==> src/rtl/stopwatch_ctrl.sv <==
// stopwatch_ctrl: run/pause/clear sequencer for a four-digit BCD stopwatch.
// A prescaler turns the fast clock into a count-enable tick. Four cascaded
// decade digits ripple their carry combinationally so every digit updates on
// the same edge. A lap register snapshots the count on request.
module stopwatch_ctrl #(
  parameter int TICK_DIV = 10
) (
  input  logic        clk,
  input  logic        reset,
  input  logic        start,
  input  logic        stop,
  input  logic        clear,
  input  logic        lap,
  output logic [15:0] q,
  output logic        running,
  output logic [15:0] lap_q,
  output logic        lap_valid,
  output logic        ovf
);

  // Prescaler width; a divide-by-one still needs a one-bit register.
  localparam int PW = (TICK_DIV > 1) ? $clog2(TICK_DIV) : 1;
  localparam logic [PW-1:0] PRE_LAST = PW'(TICK_DIV - 1);
  localparam logic [PW-1:0] PRE_ZERO = {PW{1'b0}};
  localparam logic [PW-1:0] PRE_ONE  = PW'(1);

  // Sequencer states.
  localparam logic [1:0] ST_IDLE  = 2'd0;
  localparam logic [1:0] ST_RUN   = 2'd1;
  localparam logic [1:0] ST_PAUSE = 2'd2;

  // Decade increment. Any value at or above 9 wraps to 0, so a digit that
  // somehow held a non-BCD code is pulled back into range on its next carry.
  function automatic logic [3:0] bcd_inc(input logic [3:0] d);
    logic [3:0] r;
    if (d >= 4'd9) begin
      r = 4'd0;
    end else begin
      r = d + 4'd1;
    end
    return r;
  endfunction

  // Registers.
  logic [1:0]    state_q,     state_d;
  logic [PW-1:0] pre_q,       pre_d;
  logic [15:0]   cnt_q,       cnt_d;
  logic          ovf_q,       ovf_d;
  logic [15:0]   lap_cap_q,   lap_cap_d;
  logic          lap_valid_q, lap_valid_d;
  logic          running_q,   running_d;

  // Combinational helpers.
  logic       tick_s;
  logic [3:0] nine_s;
  logic [3:0] inc_en_s;
  logic       all_nine_s;
  logic       clear_hon_s;
  logic       lap_hon_s;

  // Tick, per-digit nine detect and the ripple-carry enables.
  always_comb begin
    tick_s      = (state_q == ST_RUN) && (pre_q == PRE_LAST);
    nine_s[0]   = (cnt_q[3:0]   == 4'd9);
    nine_s[1]   = (cnt_q[7:4]   == 4'd9);
    nine_s[2]   = (cnt_q[11:8]  == 4'd9);
    nine_s[3]   = (cnt_q[15:12] == 4'd9);
    all_nine_s  = &nine_s;
    inc_en_s[0] = tick_s;
    inc_en_s[1] = tick_s && nine_s[0];
    inc_en_s[2] = tick_s && nine_s[0] && nine_s[1];
    inc_en_s[3] = tick_s && nine_s[0] && nine_s[1] && nine_s[2];
    clear_hon_s = clear && (state_q != ST_RUN);
    lap_hon_s   = lap && (state_q == ST_RUN);
  end

  // Next state. A higher-priority command blocks lower ones even when it
  // has no effect itself (start+stop in IDLE stays in IDLE).
  always_comb begin
    state_d = state_q;
    case (state_q)
      ST_IDLE: begin
        if (clear) begin
          state_d = ST_IDLE;
        end else if (stop) begin
          state_d = ST_IDLE;
        end else if (start) begin
          state_d = ST_RUN;
        end else begin
          state_d = ST_IDLE;
        end
      end
      ST_RUN: begin
        if (clear) begin
          state_d = ST_RUN;
        end else if (stop) begin
          state_d = ST_PAUSE;
        end else begin
          state_d = ST_RUN;
        end
      end
      ST_PAUSE: begin
        if (clear) begin
          state_d = ST_IDLE;
        end else if (stop) begin
          state_d = ST_PAUSE;
        end else if (start) begin
          state_d = ST_RUN;
        end else begin
          state_d = ST_PAUSE;
        end
      end
      default: begin
        state_d = ST_IDLE;
      end
    endcase
  end

  // Prescaler: advances in RUN, holds its fraction in PAUSE, zero in IDLE.
  always_comb begin
    pre_d = pre_q;
    case (state_q)
      ST_RUN: begin
        if (pre_q >= PRE_LAST) begin
          pre_d = PRE_ZERO;
        end else begin
          pre_d = pre_q + PRE_ONE;
        end
      end
      ST_PAUSE: begin
        if (clear_hon_s) begin
          pre_d = PRE_ZERO;
        end else begin
          pre_d = pre_q;
        end
      end
      ST_IDLE: begin
        pre_d = PRE_ZERO;
      end
      default: begin
        pre_d = PRE_ZERO;
      end
    endcase
  end

  // Decade digits and the sticky overflow flag.
  always_comb begin
    cnt_d = cnt_q;
    ovf_d = ovf_q;
    if (clear_hon_s) begin
      cnt_d = 16'h0000;
      ovf_d = 1'b0;
    end else begin
      cnt_d[3:0]   = inc_en_s[0] ? bcd_inc(cnt_q[3:0])   : cnt_q[3:0];
      cnt_d[7:4]   = inc_en_s[1] ? bcd_inc(cnt_q[7:4])   : cnt_q[7:4];
      cnt_d[11:8]  = inc_en_s[2] ? bcd_inc(cnt_q[11:8])  : cnt_q[11:8];
      cnt_d[15:12] = inc_en_s[3] ? bcd_inc(cnt_q[15:12]) : cnt_q[15:12];
      if (tick_s && all_nine_s) begin
        ovf_d = 1'b1;
      end else begin
        ovf_d = ovf_q;
      end
    end
  end

  // Lap capture of the pre-increment count, and the registered run flag.
  always_comb begin
    lap_cap_d   = lap_cap_q;
    lap_valid_d = 1'b0;
    if (lap_hon_s) begin
      lap_cap_d   = cnt_q;
      lap_valid_d = 1'b1;
    end else begin
      lap_cap_d   = lap_cap_q;
      lap_valid_d = 1'b0;
    end
    running_d = (state_d == ST_RUN);
  end

  // State registers with synchronous reset.
  always_ff @(posedge clk) begin
    if (reset) begin
      state_q     <= ST_IDLE;
      pre_q       <= PRE_ZERO;
      cnt_q       <= 16'h0000;
      ovf_q       <= 1'b0;
      lap_cap_q   <= 16'h0000;
      lap_valid_q <= 1'b0;
      running_q   <= 1'b0;
    end else begin
      state_q     <= state_d;
      pre_q       <= pre_d;
      cnt_q       <= cnt_d;
      ovf_q       <= ovf_d;
      lap_cap_q   <= lap_cap_d;
      lap_valid_q <= lap_valid_d;
      running_q   <= running_d;
    end
  end

  assign q         = cnt_q;
  assign running   = running_q;
  assign lap_q     = lap_cap_q;
  assign lap_valid = lap_valid_q;
  assign ovf       = ovf_q;

endmodule
==> config.mk <==
export PLATFORM = sky130hd
export DESIGN_NAME = stopwatch_ctrl
export DESIGN_NICKNAME = d
export VERILOG_FILES = /design/src/rtl/stopwatch_ctrl.sv
export SDC_FILE = /design/constraint.sdc
export NUM_CORES = 1
export LEC_CHECK = 0
export ABC_AREA = 1
export CAP_MARGIN = 20
export CORE_MARGIN = 5
export CORE_UTILIZATION = 45
export CTS_CLUSTER_SIZE = 24
export DETAILED_ROUTE_END_ITERATION = 16
export GPL_TIMING_DRIVEN = 0
export PLACE_DENSITY = 0.82
export SETUP_SLACK_MARGIN = 0.4
export SYNTH_ARGS = -nofsm -noshare
export SYNTH_HDL_FRONTEND = slang
export SYNTH_SLANG_ARGS = --single-unit
==> constraint.sdc <==
create_clock -name clk -period 1.4 [get_ports clk]
set_input_delay 0.28 -clock clk [delete_from_list [all_inputs] [get_ports clk]]
set_output_delay 0.28 -clock clk [all_outputs]
set_load 0.05 [all_outputs]
==> results of run 1 <==
through the flow:
stage                     TNS (ps)  setup slack, ps  utilization, %  instances  hold WS, ps
after floorplan                  0             26.9               -        269          349
after global placement       -4800             -203            60.0        360          445
after detailed placement     -4520             -200            60.0        360          449
after CTS                        0             31.2            75.5        395          342
after global routing         -1160             -192            85.4        415          314
final                         -426             -155            85.4        415          312
where the power goes:
group          internal [mW]  switching [mW]  leakage [nW]
Clock                  0.508           0.463        0.0556
Sequential              1.14         0.00783         0.355
Combinational         0.0779           0.125          1.16
registers in the layout, indices dropped and copies added, names as in the netlist:
register   count
running        1
state_q        2
lap_q         16
pre_q          4
lap_valid      1
ovf            1
q             16
cells in the mapped netlist, types with 3 or more instances:
| master | instances |
|---|---|
| xor2_1 | 4 |
| nand2_1 | 60 |
| nand2_2 | 3 |
| inv_2 | 4 |
| o21ai_0 | 4 |
| dfxtp_1 | 41 |
| o21a_1 | 3 |
| clkbuf_1 | 3 |
| nor2_1 | 15 |
| buf_2 | 3 |
| ha_1 | 15 |
| nand3_1 | 31 |
| o21ai_1 | 3 |
| inv_1 | 27 |
| nor3_1 | 4 |
| a21oi_1 | 32 |
cell type report:
| class | count | share of cell area [%] |
|---|---|---|
| clock buffer | 7 | 2.87 |
| multi-input combinational | 190 | 39.3 |
| buffer | 7 | 1.84 |
| sequential | 41 | 24.3 |
| timing repair buffer | 85 | 26.0 |
| clock inverter | 1 | 0.200 |
| inverter | 32 | 3.67 |
| tap | 52 | 1.74 |
timing repair:
item                                    in CTS  in global routing
pin swaps                                   16                 27
cloned                                       4                  0
buffers inserted                            23                 20
endpoints found under the setup margin      76                 76
hold endpoints to repair                     0                  0
gates resized for setup                    344                 70
metal layers:
layer  track usage, %  up-vias
li1                 -     1053
met1             24.9     1139
met2             35.6      115
met3             4.17       30
met4             5.67        0
met5                0        -
worst max-delay path: stages (launching register included):
cell	delay (ps)
dfxtp_4	400
inv_1	90
ha_1	190
inv_1	80
nand3_1	160
nand2_2	130
nand2_1	80
nand3_1	90
nand2_1	70
nor2_1	170
kinds of logic (layout without fill, tap and decap cells):
group	Yosys count	after routing	synth area share, %
AND/OR/NAND/NOR	126	127	30.4
adder cells (fa/ha/maj)	15	15	9.11
flip-flops	41	41	39.8
AO/OA/AOI/OAI	44	44	11.4
XOR/XNOR	4	4	1.70
buffers and inverters	39	132	7.59
worst max-delay path by stage:
stage	to	startpoint	cells past startpoint	slack, ps
floorplan	q[11]$_SDFFE_PP0P_	q[0]$_SDFFE_PP0N_	8	30
global placement	q[0]$_SDFFE_PP0N_	clear	4	-200
detailed placement	pre_q[3]$_SDFFE_PP0P_	clear	5	-200
CTS	q[9]$_SDFFE_PP0P_	pre_q[1]$_SDFFE_PP0P_	9	30
global route	q[13]$_SDFFE_PP0P_	q[13]$_SDFFE_PP0P_	9	-190
finish	q[13]$_SDFFE_PP0P_	q[13]$_SDFFE_PP0P_	9	-150
==> results.yml, run 1 <==
outcome:
  status: "complete, but fails checks"
  violations: "setup timing"
route:
  drc: 0
  dr.max_layer_used: "met4"
  post_drt_via_cell_ratio: 5.63
  met2_length_mm: 4.19
  wl_met1_mm: 3.20
  finalWirelength_mm: 8.23
  drt_iter0_drc: 197
  first_pass_iters: 5
  wire_per_inst_um: 19.8
  wl_met3_um: 509
  vias: 2337
  antenna_left: 0
setup_path:
  cp.arrival_ps: 1780
  regToRegEndpoint: "q[13]$_SDFFE_PP0P_"
  path_class: "reg2reg"
  start_kind: "flip-flop"
  critPathCaptureType: "flip-flop"
  ff2ff_setup_slack_ps: -150
  rr_worst_depth: 9
  critPathMaxFanout: 5
  worstReg2RegStart: "q[13]$_SDFFE_PP0P_"
  required_ps: 1620
clock_tree:
  clkTransAtPathRegs_ps: 90
  cts_max_level: 2
  cts.sinks: 41
  numCtsBuffers: 5
  cts_root_buf: "clkbuf_8"
  holdBufCountCts: 0
  insertion_delay_ps: 310
  cts_tree: "yes"
  cts_buffer_depth: 2
hold_path:
  min_path_type: "in2reg"
  hold_depth: 3
  hp-start: "stop"
  worst_hold_path.endpoint: "state_q[1]$_SDFF_PP0_"
floorplanning:
  core-area_um2: 4380
  start_util_pct: 47.0
  dieWidth_um: 77.7
  rows: 24
  die_y_um: 77.7
  ioPinCount: 41
  dieArea_um2: 6030
grt:
  grt_pass1_vias: 2125
  grt_max_degree: 14
  overflow: 0
  grt_antenna_before_repair: 0
  grt_pass1_wl_mm: 10.0
  grt_usage_pct: 20.3
layout:
  multi_input_area_um2: 1470
  area_growth_pct: 81.8
  seqCellArea_um2: 912
  drive_gt1_share_pct: 59.5
  diodes: 0
  fill_cells: 195
  mostFrequentLayoutCells: "43 x nand2_1, 33 x buf_8, 31 x buf_4, 24 x nand3_1"
  layout_commonest_cell: "nand2_1"
  nets: 383
  design_area_um2: 3750
sta:
  fin_skew_ps: 6.91
  grt_setup_unrepaired: "true"
  fmaxAchievable_mhz: 643
  tightest_slew_ps: 387
  hold_violations: 0
  setup_violations: 4
  fin_crit_ps: 1550
  slew_headroom_pct: 74.2
  setup_slack_ps: -155
  period_share_pct: 111
  report.final.slew_viol_count: 0
yosys:
  yosysSeqAreaShare_pct: 39.8
  synth_edf_count: 0
  async_flop_share_pct: 0
  synthCells: 269
  yosys.area.top_type: "dfxtp_1"
  avgSynthCellArea_um2: 7.66
  synth_top_area_share_pct: 39.8
  yosysWarnings: 0
  syn_nets: 290
  ys.flop_type: "dfxtp_1"
  synth_area_leaders: "dfxtp_1 40%, nand2_1 11%, ha_1 9.1%"
  synth.distinct_cells: 29
  synth_seq_cells: 41
  syn_area_um2: 2060
place:
  place_congestion: 0.805
  dp_hpwl_mm: 3.47
  portBuffers: 39
  dpl_cell_area_um2: 2630
pwr:
  p_per_area_nw_per_um2: 620
  leakage_nw: 1.57
  total_power_mw: 2.32
  ir_drop_uv: 526
flow_run:
  max-cap-violations: 0
(Power assumes the default switching activity.)
==> inputs of run 2 (changes only) <==
--- a/config.mk
+++ b/config.mk
@@ -11,7 +11,6 @@
 export CORE_UTILIZATION = 45
 export CTS_CLUSTER_SIZE = 24
 export DETAILED_ROUTE_END_ITERATION = 16
-export GPL_TIMING_DRIVEN = 0
 export PLACE_DENSITY = 0.82
 export SETUP_SLACK_MARGIN = 0.4
 export SYNTH_ARGS = -nofsm -noshare
==> results.yml, run 2 (synthesized netlist as in run 1, its figures left out) <==
clock_tree:
  cts_tree: "yes"
  cts.sinks: 41
  cts_root_buf: "clkbuf_8"
  insertion_delay_ps: 310
  clkTransAtPathRegs_ps: 80
  cts_buffer_depth: 2
  cts_max_level: 2
  numCtsBuffers: 5
setup_path:
  cp.arrival_ps: 1760
  critPathMaxFanout: 7
  cp_slowest_cell: "dfxtp_4"
  crit_buf_inv: 1
  required_ps: 1630
  start_kind: "flip-flop"
  slowest_delay_ps: 360
  cp_top_family: "simple AND/OR/NAND/NOR gates"
  path_class: "reg2reg"
  critPathCaptureType: "flip-flop"
  cp_cell_sequence: "inv_4 > ha_4 > nand2_4 > nor2_4 > nand3_4 > nor2_8 > nand3_2 > a21oi_2"
layout:
  mostFrequentLayoutCells: "50 x nand2_1, 36 x buf_12, 31 x buf_4, 25 x dfxtp_2, 24 x a21oi_2"
  area_growth_pct: 87.5
  layout_commonest_cell: "nand2_1"
  drive_gt1_share_pct: 63.0
  nets: 377
  diodes: 0
sta:
  slew_headroom_pct: 71.8
  tightest_slew_ps: 423
  setup_slack_ps: -126
  tns_ps: -1110
  fin_crit_ps: 1530
  fin_skew_ps: 8.60
  hold_violations: 0
  report.final.slew_viol_count: 0
  fmaxAchievable_mhz: 655
  setup_violations: 15
  period_share_pct: 109
  grt_setup_unrepaired: "true"
outcome:
  status: "complete, but fails checks"
  violations: "setup timing"
route:
  antenna_left: 0
  drc: 0
  finalWirelength_mm: 8.40
  drt_iter0_drc: 152
  vias: 2348
  wire_per_inst_um: 20.5
  post_drt_via_cell_ratio: 5.74
  first_pass_iters: 5
floorplanning:
  dieArea_um2: 6030
  start_util_pct: 47.0
  ioPinCount: 41
  rows: 24
  core-area_um2: 4380
  dieWidth_um: 77.7
  die_y_um: 77.7
pwr:
  leakage_nw: 1.58
  ir_drop_uv: 321
  p_per_area_nw_per_um2: 548
grt:
  grt_pass1_vias: 2088
  overflow: 0
  grt_usage_pct: 20.5
  grt_antenna_before_repair: 0
  grt_max_degree: 21
  grt_pass1_wl_mm: 9.99
place:
  pre_cts_ws_ps: -77.6
  place_congestion: 0.773
  dp_hpwl_mm: 4.07
  portBuffers: 40
flow_run:
  max-cap-violations: 0
hold_path:
  min_path_type: "in2reg"
-- run 2: changes by cell type in the layout (fill, tap and decap cells not counted), sizes merged --
cell and delta:
clkbuf -2, inv +1, clkdlybuf4s50 +1, dlymetal6s2s +2, nand2 -1, clkinvlp -1, buf -4, dlygate4sd2 -2
-- run 2: path summary, 6_finish.rpt --
path | start | to | slack [ps] | cells after the start
setup / recovery | q[1]$_SDFFE_PP0N_ | q[8]$_SDFFE_PP0P_ | -130 | 8
setup reg to reg | q[1]$_SDFFE_PP0N_ | q[8]$_SDFFE_PP0P_ | -130 | 8
hold / removal | stop | state_q[1]$_SDFF_PP0_ | 300 | 3
hold reg to reg | ovf$_SDFFE_PP0P_ | ovf$_SDFFE_PP0P_ | 500 | 2
-- run 2: worst reg2reg max path, cell delays in order (launching register included) --
cell     delay, ps
dfxtp_4        360
inv_4           60
ha_4           140
nand2_4         60
nor2_4         200
nand3_4        160
nor2_8         190
nand3_2        110
a21oi_2        170
-- run 2: timing repair --
action | 4_1_cts | 5_1_grt
cloned | 0 | 2
setup buffers | 16 | 16
gates resized for setup | 34 | 97
endpoints found under the setup margin | 75 | 76
pin swaps | 8 | 38
hold buffers | 0 | 0
-- run 2: layer usage --
| layer | part of all wire (%) | GRT usage, % | vias up | routed length [um] |
|---|---|---|---|---|
| met5 | 0 | 0 | - | 0 |
| met1 | 39 | 24.3 | 1125 | 3260 |
| met2 | 51 | 34.1 | 149 | 4290 |
| met3 | 6.7 | 5.21 | 31 | 563 |
| met4 | 3.5 | 10.3 | 0 | 290 |
| li1 | - | - | 1043 | - |
-- run 2: cell type report --
class,count,area [um^2]
Clock buffer,7,76.3
Clock inverter,1,5.00
Fill cell,173,520
Inverter,32,133
Multi-Input combinational cell,189,1480
Sequential cell,41,905
Tap cell,52,65.1
Timing Repair Buffer,87,1200
-- run 2: through the flow --
stage | hold slack, ps | utilization [%] | total power [mW] | cell area, um^2 | std cells
finish | 302 | 88.1 | 2.12 | 3860 | 409
detailed placement | 488 | 69.7 | 1.31 | 3060 | 367
CTS | 481 | 76.0 | 2.02 | 3330 | 391
global placement | 482 | 69.7 | 1.31 | 3060 | 367
global route | 326 | 88.1 | 2.17 | 3860 | 409
floorplan | 349 | - | 1.26 | 2170 | 269
-- run 2: power by group --
| part | total (mW) | internal (mW) | switching (mW) |
|---|---|---|---|
| clock | 0.763 | 0.350 | 0.413 |
| combinational | 0.201 | 0.0824 | 0.119 |
| sequential | 1.15 | 1.15 | 0.00720 |
